[config.mk]
export PLATFORM = sky130hd
export DESIGN_NAME = control_unit_flat
export DESIGN_NICKNAME = d
export VERILOG_FILES = /design/src/rtl/control_unit_if.sv /design/src/rtl/control_unit.sv /design/src/flat_wrapper.sv
export SDC_FILE = /design/constraint.sdc
export NUM_CORES = 1
export LEC_CHECK = 0
export ABC_AREA = 1
export CAP_MARGIN = 5
export CORE_ASPECT_RATIO = 1.1
export CORE_UTILIZATION = 25
export CTS_CLUSTER_SIZE = 14
export DETAILED_ROUTE_END_ITERATION = 10
export PLACE_DENSITY = 0.69
export SLEW_MARGIN = 40
export SYNTH_ARGS = -nofsm -noshare
export SYNTH_HDL_FRONTEND = slang
export SYNTH_SLANG_ARGS = --single-unit
[constraint.sdc]
create_clock -name Clock -period 1.5 [get_ports Clock]
set_input_delay 0.3 -clock Clock [delete_from_list [all_inputs] [get_ports Clock]]
set_output_delay 0.3 -clock Clock [all_outputs]
set_load 0.005 [all_outputs]
[src/rtl/control_unit_if.sv]
// Bus between the control unit and the datapath: IR comes in, control strobes go out.
// Step exists only when CU_SINGLE_STEP_EN is defined.
interface control_unit_if;
  logic [15:0] IR;
`ifdef CU_SINGLE_STEP_EN
  logic        Step;
`endif
  logic        PC_clr;
  logic        PC_up;
  logic        IR_ld;
  logic [7:0]  D_addr;
  logic        D_wr;
  logic        RF_s;
  logic [3:0]  RF_W_addr;
  logic        RF_W_wr;
  logic [3:0]  RF_Ra_addr;
  logic [3:0]  RF_Rb_addr;
  logic [2:0]  ALU_s0;
  logic [3:0]  OutState;

  modport master (
`ifdef CU_SINGLE_STEP_EN
    input  Step,
`endif
    input  IR,
    output PC_clr, PC_up, IR_ld, D_addr, D_wr, RF_s, RF_W_addr, RF_W_wr,
    output RF_Ra_addr, RF_Rb_addr, ALU_s0, OutState
  );

  modport slave (
`ifdef CU_SINGLE_STEP_EN
    output Step,
`endif
    output IR,
    input  PC_clr, PC_up, IR_ld, D_addr, D_wr, RF_s, RF_W_addr, RF_W_wr,
    input  RF_Ra_addr, RF_Rb_addr, ALU_s0, OutState
  );
endinterface

[src/rtl/control_unit.sv]
// Moore fetch/decode/execute sequencer for the 16-bit ISA.
// Optional CU_SINGLE_STEP_EN adds a Wait state released by cu.Step after each instruction.
module control_unit (
  input logic           Clock,
  input logic           Reset,
  control_unit_if.master cu
);

  typedef enum logic [3:0] {
    S_INIT   = 4'd0,
    S_FETCH  = 4'd1,
    S_DECODE = 4'd2,
    S_NOOP   = 4'd3,
    S_LOAD_A = 4'd4,
    S_LOAD_B = 4'd5,
    S_STORE  = 4'd6,
    S_ADD    = 4'd7,
    S_SUB    = 4'd8,
    S_HALT   = 4'd9,
    S_WAIT   = 4'd10
  } state_t;

  state_t state, state_next, done_next;

  always_ff @(posedge Clock) begin
    if (Reset) state <= S_INIT;
    else       state <= state_next;
  end

`ifdef CU_SINGLE_STEP_EN
  assign done_next = S_WAIT;
`else
  assign done_next = S_FETCH;
`endif

  // IR is only consulted from Decode onward; in Fetch it still holds stale contents.
  always_comb begin
    state_next = state;
    case (state)
      S_INIT:   state_next = S_FETCH;
      S_FETCH:  state_next = S_DECODE;
      S_DECODE: begin
        case (cu.IR[15:12])
          4'h1:    state_next = S_STORE;
          4'h2:    state_next = S_LOAD_A;
          4'h3:    state_next = S_ADD;
          4'h4:    state_next = S_SUB;
          4'h5:    state_next = S_HALT;
          default: state_next = S_NOOP;
        endcase
      end
      S_LOAD_A: state_next = S_LOAD_B;
      S_LOAD_B, S_STORE, S_ADD, S_SUB, S_NOOP: state_next = done_next;
      S_HALT:   state_next = S_HALT;
`ifdef CU_SINGLE_STEP_EN
      S_WAIT:   state_next = cu.Step ? S_FETCH : S_WAIT;
`else
      S_WAIT:   state_next = S_FETCH;
`endif
      default:  state_next = S_INIT;
    endcase
  end

  always_comb begin
    cu.PC_clr     = 1'b0;
    cu.PC_up      = 1'b0;
    cu.IR_ld      = 1'b0;
    cu.D_addr     = 8'h00;
    cu.D_wr       = 1'b0;
    cu.RF_s       = 1'b0;
    cu.RF_W_addr  = 4'h0;
    cu.RF_W_wr    = 1'b0;
    cu.RF_Ra_addr = 4'h0;
    cu.RF_Rb_addr = 4'h0;
    cu.ALU_s0     = 3'b000;
    cu.OutState   = state;
    case (state)
      S_INIT:  cu.PC_clr = 1'b1;
      S_FETCH: begin
        cu.IR_ld = 1'b1;
        cu.PC_up = 1'b1;
      end
      // Load_B repeats Load_A's addressing while the synchronous RAM returns data.
      S_LOAD_A, S_LOAD_B: begin
        cu.D_addr    = cu.IR[11:4];
        cu.RF_s      = 1'b1;
        cu.RF_W_addr = cu.IR[3:0];
        cu.RF_W_wr   = (state == S_LOAD_B);
      end
      S_STORE: begin
        cu.D_addr     = cu.IR[7:0];
        cu.RF_Ra_addr = cu.IR[11:8];
        cu.D_wr       = 1'b1;
      end
      S_ADD, S_SUB: begin
        cu.RF_Ra_addr = cu.IR[11:8];
        cu.RF_Rb_addr = cu.IR[7:4];
        cu.RF_W_addr  = cu.IR[3:0];
        cu.RF_W_wr    = 1'b1;
        cu.ALU_s0     = (state == S_ADD) ? 3'b001 : 3'b010;
      end
      default: ;
    endcase
  end

endmodule

[src/flat_wrapper.sv]
// flat-port wrapper written by rule: the top's interface ports become plain ports
module control_unit_flat 
  (Clock, Reset, cu_IR, cu_PC_clr, cu_PC_up, cu_IR_ld, cu_D_addr, cu_D_wr, cu_RF_s, cu_RF_W_addr, cu_RF_W_wr, cu_RF_Ra_addr, cu_RF_Rb_addr, cu_ALU_s0, cu_OutState);
  control_unit_if cu_i ();
  input logic Clock;
  input logic Reset;
  input wire logic [$bits(cu_i.IR)-1:0] cu_IR;
  output wire logic [$bits(cu_i.PC_clr)-1:0] cu_PC_clr;
  output wire logic [$bits(cu_i.PC_up)-1:0] cu_PC_up;
  output wire logic [$bits(cu_i.IR_ld)-1:0] cu_IR_ld;
  output wire logic [$bits(cu_i.D_addr)-1:0] cu_D_addr;
  output wire logic [$bits(cu_i.D_wr)-1:0] cu_D_wr;
  output wire logic [$bits(cu_i.RF_s)-1:0] cu_RF_s;
  output wire logic [$bits(cu_i.RF_W_addr)-1:0] cu_RF_W_addr;
  output wire logic [$bits(cu_i.RF_W_wr)-1:0] cu_RF_W_wr;
  output wire logic [$bits(cu_i.RF_Ra_addr)-1:0] cu_RF_Ra_addr;
  output wire logic [$bits(cu_i.RF_Rb_addr)-1:0] cu_RF_Rb_addr;
  output wire logic [$bits(cu_i.ALU_s0)-1:0] cu_ALU_s0;
  output wire logic [$bits(cu_i.OutState)-1:0] cu_OutState;
  assign cu_i.IR = cu_IR;
  assign cu_PC_clr = cu_i.PC_clr;
  assign cu_PC_up = cu_i.PC_up;
  assign cu_IR_ld = cu_i.IR_ld;
  assign cu_D_addr = cu_i.D_addr;
  assign cu_D_wr = cu_i.D_wr;
  assign cu_RF_s = cu_i.RF_s;
  assign cu_RF_W_addr = cu_i.RF_W_addr;
  assign cu_RF_W_wr = cu_i.RF_W_wr;
  assign cu_RF_Ra_addr = cu_i.RF_Ra_addr;
  assign cu_RF_Rb_addr = cu_i.RF_Rb_addr;
  assign cu_ALU_s0 = cu_i.ALU_s0;
  assign cu_OutState = cu_i.OutState;
  control_unit u_core (.Clock(Clock), .Reset(Reset), .cu(cu_i));
endmodule
==> impl.org, run 1 <==
** Logic synthesis
- Cell area after synthesis :: 536 µm²
- Yosys warns :: 0
- For this run, the register share of the synthesized area comes to 0.150.
- The number of nets in the synthesized netlist is 121.
- Number of library cell types mapped by synthesis :: 16
- Of the post-synthesis cell area, the dominant cell type holds 0.210.
- After technology mapping, the gate count stands at 103.
- Mean post-synth cell area :: 5.20 µm²
- Largest cells by area after synthesis :: sky130_fd_sc_hd__nand2_1 (21%), sky130_fd_sc_hd__dfxtp_1 (15%), sky130_fd_sc_hd__inv_1 (15%)
- Yosys top cell by area :: sky130_fd_sc_hd__nand2_1
- Flip-flop and latch count after synthesis :: 4

** Power and ir drop
- Relative contribution of combinational cells to total power :: 0.593
- Cell internal power was estimated by the tool at 0.433 mW.
- Of the total power, the clock network draws 0.196.
- Of the total power, registers draw 0.211.
- Switching part of the total power :: 0.352
- Dividing total power by cell area gives a power density of 461 nW/µm².
- The analysis attributes to net switching a power of 0.235 mW.
- The analysis attributes to cell leakage a power of 0.857 nW.
- VDD sags by at most 464 µV.

** Hold path
- The min-delay analysis places its worst path in the category reg2reg.

** Timing
- Number of max-slew violations in the final report :: 0
- # setup viols final :: 22
- After layout, the worst setup slack is -0.181 ns.
- Period utilization :: 1.12
- After layout, the minimum clock period comes to 1.68 ns.
- RSZ-0062 raised after global routing :: true
- Worst clock skew :: 0.00290 ns
- Sum Neg Setup Slack :: -2.12 ns
- Timing-limited maximum frequency :: 595 MHz
- The hold violation count in the final report is 0.

** Clock tree
- Number of sinks on the clock net :: 4
- TritonCTS created 3 clock buffers.
- CTS built an H-tree with a depth of 1.
- Clock root buffer :: sky130_fd_sc_hd__clkbuf_4
- Clock-pin slew was measured on the worst setup and hold paths at 0.04 ns.
- Clock Tree Buf Depth :: 2
- Later-pin clock latency in the skew report :: 0.23 ns
- For this design, the CTS-stage hold fixing added 0 buffers.
- CTS tree :: yes

** Die
- The floorplan step set the die width to 46.1 µm.
- Area enclosed by the die boundary :: 2330 µm²
- The initial utilization of the core area, before any placement, comes to 0.265.
- 51 I/O pins were placed.
- Area of the core :: 2020 µm²
- Row generation in the floorplan step produced 17 rows.
- The die is 50.5 µm tall.

** Routing
- Total detailed-routing wirelength :: 2630 µm
- DR WL/cell :: 12.1 µm
- Remaining antenna violation count :: 0
- Via/cell ratio :: 4.50
- Drt pass-1 iters :: 4
- After detailed routing, the number of remaining DRC violations is 0.
- The detailed router placed 982 vias in this run.
- Starting DRT DRC Count :: 14

** Critical path
- Crit path max-delay family :: buffers and inverters
- Type of the setup path with the least slack :: reg2out
- The worst setup path is captured at an output port.
- Data arrives at the worst endpoint at 1.38 ns.
- Top fanout value on the critical path :: 5
- The slowest stage of the critical path belongs to the cell sky130_fd_sc_hd__dfxtp_4.
- For this run, the slowest stage of the critical path takes 0.36 ns.
- Combined buffer and inverter count along the critical path :: 6
- Data on the critical path is required at its endpoint by 1.20 ns.
- Walking the worst path, the cells encountered are inv_2 -> nand2_2 -> nor2_4 -> buf_6 -> inv_4 -> nand2_4 -> buf_6 -> nand2_2 -> inv_2 -> buf_2.
- STA classifies the critical path startpoint as a flop.

** Global route
- The total overflow left after global routing is 0.
- Total Routing Usage GR :: 0.220
- The first global-routing pass estimated 3720 µm of wire.
- Entering global routing, the biggest net connects 7 pins.
- Via count of the first global-routing pass :: 927
- Initial antenna violation count :: 0

** Placed design
- After detailed placement, the total cell area comes to 1170 µm².
- Routability congestion estimate from global placement :: 0.801
- Quantity of I/O buffers inserted on ports :: 49
- Once detailed placement completed, the half-perimeter wirelength came to 1670 µm.
- At the placement stage, the worst setup path has a slack of -0.402 ns.

** Final layout
- The finished cells cover 1450 µm².
- At the end of the flow, the number of nets in the layout was 210.
- P&R area growth vs syn :: 170%
- Proportion of layout cells with a drive suffix above 1 :: 0.600
- The register with the most flip-flops in the layout has 4 of them.
- 0 antenna diodes ended up in the layout.
- Leaving out fill and tap cells, the most frequent cell in the layout is sky130_fd_sc_hd__buf_4.
- Number of fill cells in the layout :: 157
- Commonest non-fill, non-tap cells in the layout :: sky130_fd_sc_hd__buf_4 (25), sky130_fd_sc_hd__buf_2 (21), sky130_fd_sc_hd__clkdlybuf4s50_1 (17), sky130_fd_sc_hd__buf_6 (17)
- Final Core Density :: 0.716

** Run status
- Status :: finished, violations left
- The checks that failed: negative setup slack.

** Run
- Number of maximum-capacitance violations :: 0
[tightest hold or removal path, delay by kind of cell (launching register included)]
kind               cells  cell delay, ns
AOI/OAI and AO/OA      1            0.05
DFF                    1            0.37
and+or+nand+nor        2            0.09
[cell usage after synthesis]
cell and number:
sky130_fd_sc_hd__buf_4 2, sky130_fd_sc_hd__a31oi_1 1, sky130_fd_sc_hd__dfxtp_1 4, sky130_fd_sc_hd__inv_1 21
sky130_fd_sc_hd__nand3_1 4, sky130_fd_sc_hd__nand2_1 30, sky130_fd_sc_hd__conb_1 1, sky130_fd_sc_hd__a21oi_1 4
sky130_fd_sc_hd__nor2_4 3, sky130_fd_sc_hd__inv_2 3, sky130_fd_sc_hd__nand2_2 2, sky130_fd_sc_hd__nand2_4 2
sky130_fd_sc_hd__nor2_1 13, sky130_fd_sc_hd__o21ai_0 9, sky130_fd_sc_hd__or2_1 1, sky130_fd_sc_hd__nor2_2 3
[final cells by class]
class                           instances  area (µm²)  share of cell area
Multi-Input combinational cell         73         478               0.330
Timing Repair Buffer                   86         722               0.499
Inverter                               24        97.6              0.0674
Tap cell                               28        35.0              0.0242
Clock buffer                            3        22.5              0.0156
Sequential cell                         4        92.6              0.0640
[through the flow]
step           hold slack (ns)  cells  power (mW)
2_1_floorplan            0.369    103       0.233
3_3_place_gp             0.615    194       0.411
3_5_place_dp             0.628    194       0.415
4_1_cts                  0.557    213       0.615
5_1_grt                  0.606    218       0.707
6_report                 0.564    218       0.668
[what timing repair did]
| action | 4_1_cts | 5_1_grt |
|---|---|---|
| pin swaps | 14 | 8 |
| resized for setup | 166 | 26 |
| setup endpoints to repair | 31 | 29 |
| setup buffers | 17 | 9 |
[final timing paths]
path                                       startpoint                    end  slack, ns  cells after the start
worst min-delay path            u_core.cu.OutState[0]  u_core.cu.OutState[2]       0.56                      3
worst min register to register  u_core.cu.OutState[0]  u_core.cu.OutState[2]       0.56                      3
worst max register to register  u_core.cu.OutState[2]  u_core.cu.OutState[2]       0.14                      8
worst max-delay path            u_core.cu.OutState[0]       cu_RF_Ra_addr[0]      -0.18                     10
[routing by layer]
layer / wire [µm] / up-vias / share of wire / track usage
li1: - / 481 / - / -
met1: 862 / 447 / 0.33 / 0.177
met2: 1470 / 48 / 0.56 / 0.446
met3: 220 / 6 / 0.084 / 0.0576
met4: 77 / 0 / 0.029 / 0.103
met5: 0 / - / 0 / 0
[power groups by stage]
stage / sequential [mW] / combinational, mW / clock, mW
after detailed placement: 0.133 / 0.282 / 0
after floorplan: 0.132 / 0.101 / 0
final: 0.141 / 0.396 / 0.131
after CTS: 0.139 / 0.338 / 0.137
after global placement: 0.132 / 0.278 / 0
after global routing: 0.144 / 0.419 / 0.145
[kinds of logic after synthesis]
kind of cell           after synthesis  synth area share
and+or+nand+nor                     58             0.514
AOI/OAI and AO/OA                   14             0.133
other                                1           0.00700
DFF                                  4             0.150
buffers and inverters               26             0.196
No activity file was read; power rests on OpenSTA's default activity.
==> run 2, diff against run 1 <==
- ABC_AREA: 1 -> default
- PLACE_DENSITY: 0.69 -> 0.7
==> run 2 against run 1 <==
Net effect: the run still ends with negative setup slack left; global-route usage is 3.1 points higher; critical path depth decreased by 4; first-iteration DRC count grew 43%; worst hold slack better by 0.18 ns; synthesized cell count decreased by 36%; routed wire length rose by 8.9%; clock power is 5% higher; non-clock buffer count decreased by 2; sequential cell count did not move; die area shrank 4.3%; area after synthesis is 4.4% lower; critical path type unchanged; critical endpoint is now cu_RF_W_addr[2]; largest power group unchanged; highest routed layer unchanged.
==> impl.org, run 2 <==
** Logic synthesis
- Sequential cell area fraction in the yosys report :: 0.156 (was 0.150)
- Mapped Cells :: 66 (was 103)
- Largest cells by area after synthesis: sky130_fd_sc_hd__dfxtp_1 (16%), sky130_fd_sc_hd__a22o_1 (14%), sky130_fd_sc_hd__and2_1 (9.8%) (was sky130_fd_sc_hd__nand2_1 (21%), sky130_fd_sc_hd__dfxtp_1 (15%), sky130_fd_sc_hd__inv_1 (15%)).
- Most frequent cells after synthesis: sky130_fd_sc_hd__a22o_1 (8), sky130_fd_sc_hd__and2_1 (8), sky130_fd_sc_hd__nor2_1 (6) (was sky130_fd_sc_hd__nand2_1 (30), sky130_fd_sc_hd__inv_1 (21), sky130_fd_sc_hd__nor2_1 (13)).
- Post-synth ARST share :: 0 (unchanged)
- Flip-flop and latch count after synthesis :: 4 (unchanged)
- The most used flip-flop cell after synthesis is sky130_fd_sc_hd__dfxtp_1 (unchanged).
- The mean instance size in the synthesized netlist came to 7.75 µm² (was 5.20 µm²).
- The most area-hungry cell type in the Yosys netlist is sky130_fd_sc_hd__dfxtp_1 (was sky130_fd_sc_hd__nand2_1).
- The area fraction of the dominant cell type after synthesis was 0.156 (was 0.210).
- Synth Net Count :: 84 (was 121)
- Yosys warns :: 0 (unchanged)
- The count of unique library cells instantiated by Yosys was 27 (was 16).
- The netlist area before placement was 512 µm² (was 536 µm²).
- Number of enable-type register cells in the synthesized netlist :: 0 (unchanged)

** Clock tree
- The CTS buffer count came to 3 (unchanged).
- The number of buffers inserted for hold repair after clock tree synthesis came to 0 (unchanged).
- Later-pin clock latency in the skew report :: 0.24 ns (was 0.23 ns)
- The number of clock sinks seen by CTS is 4 (unchanged).
- The number of H-tree levels is 1 (unchanged).
- The clock transition at the registers of the reported paths came to 0.04 ns (about the same).
- Clock Tree Buf Depth :: 2 (unchanged)
- CTS tree :: yes (unchanged)
- The CTS root buffer is sky130_fd_sc_hd__clkbuf_4 (unchanged).

** Critical path
- Setup slack on the worst flop-to-flop path :: -0.10 ns (was 0.14 ns)
- The largest fanout of any net on the critical path came to 4 (was 5).
- The critical path class is reg2out (unchanged).
- Worst path arrival time :: 1.52 ns (was 1.38 ns)
- The critical path endpoint category is an output port (unchanged).
- The required time of the critical path is 1.20 ns (about the same).
- The startpoint of the worst-slack reg-to-reg timing path is u_core.cu.OutState[2] (unchanged).
- The startpoint type of the worst setup path is a flop (unchanged).
- The length in cells of the worst reg-to-reg path is 5 (was 8).
- Critical R2R Capture :: u_core.cu.OutState[2] (unchanged)

** Global route
- The largest net degree at the start of global routing is 8 (was 7).
- The number of antenna violations at the first check in global routing came to 0 (unchanged).
- The overall routing resource usage was 0.251 (was 0.220).
- Via count of the first global-routing pass :: 841 (was 927)
- Global-route wire length before repair :: 4140 µm (was 3720 µm)
- The final global-route overflow total is 0 (unchanged).

** Run status
- Violated checks: negative setup slack (unchanged).
- Status :: finished, violations left (unchanged)

** Die
- Die H :: 49.5 µm (was 50.5 µm)
- The area of the core region came to 1840 µm² (was 2020 µm²).
- The I/O pin total is 51 (unchanged).
- The die span in x came to 45.1 µm (was 46.1 µm).
- Initial cell density of the core :: 0.278 (was 0.265)
- The row count was 16 (was 17).
- The total die area is 2230 µm² (was 2330 µm²).

** Final layout
- The area added between synthesis and finish is 167% (was 170%).
- Area of the multi-input gates :: 504 µm² (was 478 µm²)
- Number of flip-flops under the largest register name :: 4 (unchanged)
- The area taken by flip-flops and latches came to 95.1 µm² (was 92.6 µm²).
- The number of fill cells is 135 (was 157).
- The utilization after layout is 0.742 (was 0.716).
- The final-stage net count was 168 (was 210).
- The antenna diode instance count was 0 (unchanged).
- Commonest non-fill, non-tap cells in the layout: sky130_fd_sc_hd__buf_6 (23), sky130_fd_sc_hd__buf_2 (23), sky130_fd_sc_hd__clkdlybuf4s50_1 (17), sky130_fd_sc_hd__buf_4 (17), sky130_fd_sc_hd__a22o_1 (8) (was sky130_fd_sc_hd__buf_4 (25), sky130_fd_sc_hd__buf_2 (21), sky130_fd_sc_hd__clkdlybuf4s50_1 (17), sky130_fd_sc_hd__buf_6 (17)).
- Proportion of layout cells with a drive suffix above 1 :: 0.615 (was 0.600)

** Routing
- Starting DRT DRC Count :: 20 (was 14)
- Uppermost routed layer :: met4 (unchanged)
- The wire length on met3 was 134 µm (was 220 µm).
- Remaining antenna violation count :: 0 (unchanged)
- The routed length on met2 was 1490 µm (was 1470 µm).
- Via/cell ratio :: 5.03 (was 4.50)
- The post-detailed-route wirelength per cell came to 16.4 µm (was 12.1 µm).
- Drt pass-1 iters :: 4 (unchanged)
- Total detailed-routing wirelength :: 2870 µm (was 2630 µm)
- The routed metal-1 wire length is 1190 µm (was 862 µm).
- Total vias in the final route :: 880 (was 982)
- DRC :: 0 (unchanged)

** Power and ir drop
- The overall power after layout is 0.632 mW (was 0.668 mW).
- Reported leakage power :: 0.693 nW (was 0.857 nW)
- The worst supply voltage drop on vdd is 400 µV (was 464 µV).
- The power density over cell area is 462 nW/µm² (was 461 nW/µm²).

** Timing
- Sum Neg Setup Slack :: -5.46 ns (was -2.12 ns)
- Worst clock skew :: 0.00313 ns (was 0.00290 ns)
- Post-route setup slack :: -0.321 ns (was -0.181 ns)
- Min Tclk post-route :: 1.82 ns (was 1.68 ns)
- RSZ-0062 raised after global routing: true (unchanged).
- Number of max-slew violations in the final report :: 0 (unchanged)
- Period utilization :: 1.21 (was 1.12)
- Timing-limited maximum frequency :: 549 MHz (was 595 MHz)
- The setup-violating endpoint count in the final report was 27 (was 22).
- Hold violation total from the final report :: 0 (unchanged)

** Placed design
- Routability congestion estimate from global placement :: 0.760 (was 0.801)
- The post-placement worst setup slack is -0.334 ns (was -0.402 ns).
- Quantity of I/O buffers inserted on ports :: 49 (unchanged)
- The estimated wirelength of the detail-placed design came to 1690 µm (was 1670 µm).

** Run
- Number of maximum-capacitance violations :: 0 (unchanged)

** Hold path
- Hold-critical path endpoint :: u_core.cu.OutState[2] (unchanged)
- Critical hold path startpoint :: u_core.cu.OutState[2] (was u_core.cu.OutState[0])
- The type of the tightest min-delay check was reg2reg (unchanged).
- Hold Path Stages :: 3 (unchanged)
==> run 2: cell types whose count changed after synthesis, moves of 4 or more <==
cell                       previous run  this run
sky130_fd_sc_hd__a22o_1               0         8
sky130_fd_sc_hd__inv_1               21         0
sky130_fd_sc_hd__o21ai_0              9         2
sky130_fd_sc_hd__nand3_1              4         0
sky130_fd_sc_hd__and2_1               0         8
sky130_fd_sc_hd__a21o_1               0         4
sky130_fd_sc_hd__nor2_1              13         6
sky130_fd_sc_hd__nand2b_1             0         4
sky130_fd_sc_hd__nor2b_1              0         5
sky130_fd_sc_hd__nand2_1             30         1
==> run 2: layout make-up <==
| type | count | share of cell area |
|---|---|---|
| Tap cell | 27 | 0.0247 |
| Sequential cell | 4 | 0.0696 |
| Multi-Input combinational cell | 57 | 0.369 |
| Timing Repair Buffer | 84 | 0.520 |
| Clock buffer | 3 | 0.0165 |
==> run 2: timing repair <==
action                                  4_1_cts  5_1_grt
endpoints found under the setup margin       33       29
gates resized for setup                     154       17
gates cloned                                  2        0
pin swaps                                    19        8
setup buffers                                14        7
==> run 2: routing by layer <==
| layer | GRT usage | up-vias |
|---|---|---|
| li1 | - | 406 |
| met1 | 0.320 | 431 |
| met4 | 0.0707 | 0 |
| met3 | 0.0513 | 8 |
| met5 | 0 | - |
| met2 | 0.415 | 35 |
==> run 2: cells by family after synthesis <==
kind of cell | after synthesis | synth area share
xor+xnor | 2 | 0.0342
buf+inv | 5 | 0.0709
compound gates | 20 | 0.291
simple gates | 34 | 0.440
flops | 4 | 0.156
other cells | 1 | 0.00733
==> run 2: power breakdown <==
| group | switching, mW | leakage, nW | internal [mW] | total, mW |
|---|---|---|---|---|
| registers | 0.0175 | 0.0355 | 0.116 | 0.134 |
| logic | 0.137 | 0.644 | 0.224 | 0.361 |
| clock network | 0.0472 | 0.0138 | 0.0897 | 0.137 |
| total | 0.202 | 0.693 | 0.430 | 0.632 |
==> run 2: stage by stage <==
stage	instance area [µm²]	cells	hold slack (ns)
5_1_grt	1370	175	0.784
3_5_place_dp	1120	152	0.717
3_3_place_gp	1120	152	0.705
4_1_cts	1270	171	0.679
2_1_floorplan	520	66	0.450
6_report	1370	175	0.745
==> run 2: critical path, cell delays in order, from the launching register on <==
cell and delay [ns]:
sky130_fd_sc_hd__dfxtp_4 0.35, sky130_fd_sc_hd__nor4b_4 0.37, sky130_fd_sc_hd__buf_4 0.19, sky130_fd_sc_hd__a21oi_4 0.04, sky130_fd_sc_hd__buf_6 0.12, sky130_fd_sc_hd__nor2b_1 0.09, sky130_fd_sc_hd__buf_2 0.12
==> run 2: worst max-delay path by stage <==
stage	end	cells after the start	slack, ns	from
2_1_floorplan	cu_PC_up	3	0.01	u_core.cu.OutState[0]
3_3_place_gp	cu_RF_Rb_addr[0]	4	-0.31	u_core.cu.OutState[2]
3_5_place_dp	cu_RF_Rb_addr[3]	4	-0.33	u_core.cu.OutState[2]
4_1_cts	cu_RF_Ra_addr[3]	5	-0.28	u_core.cu.OutState[1]
5_1_grt	cu_RF_W_addr[2]	6	-0.38	u_core.cu.OutState[0]
6_report	cu_RF_W_addr[2]	6	-0.32	u_core.cu.OutState[0]
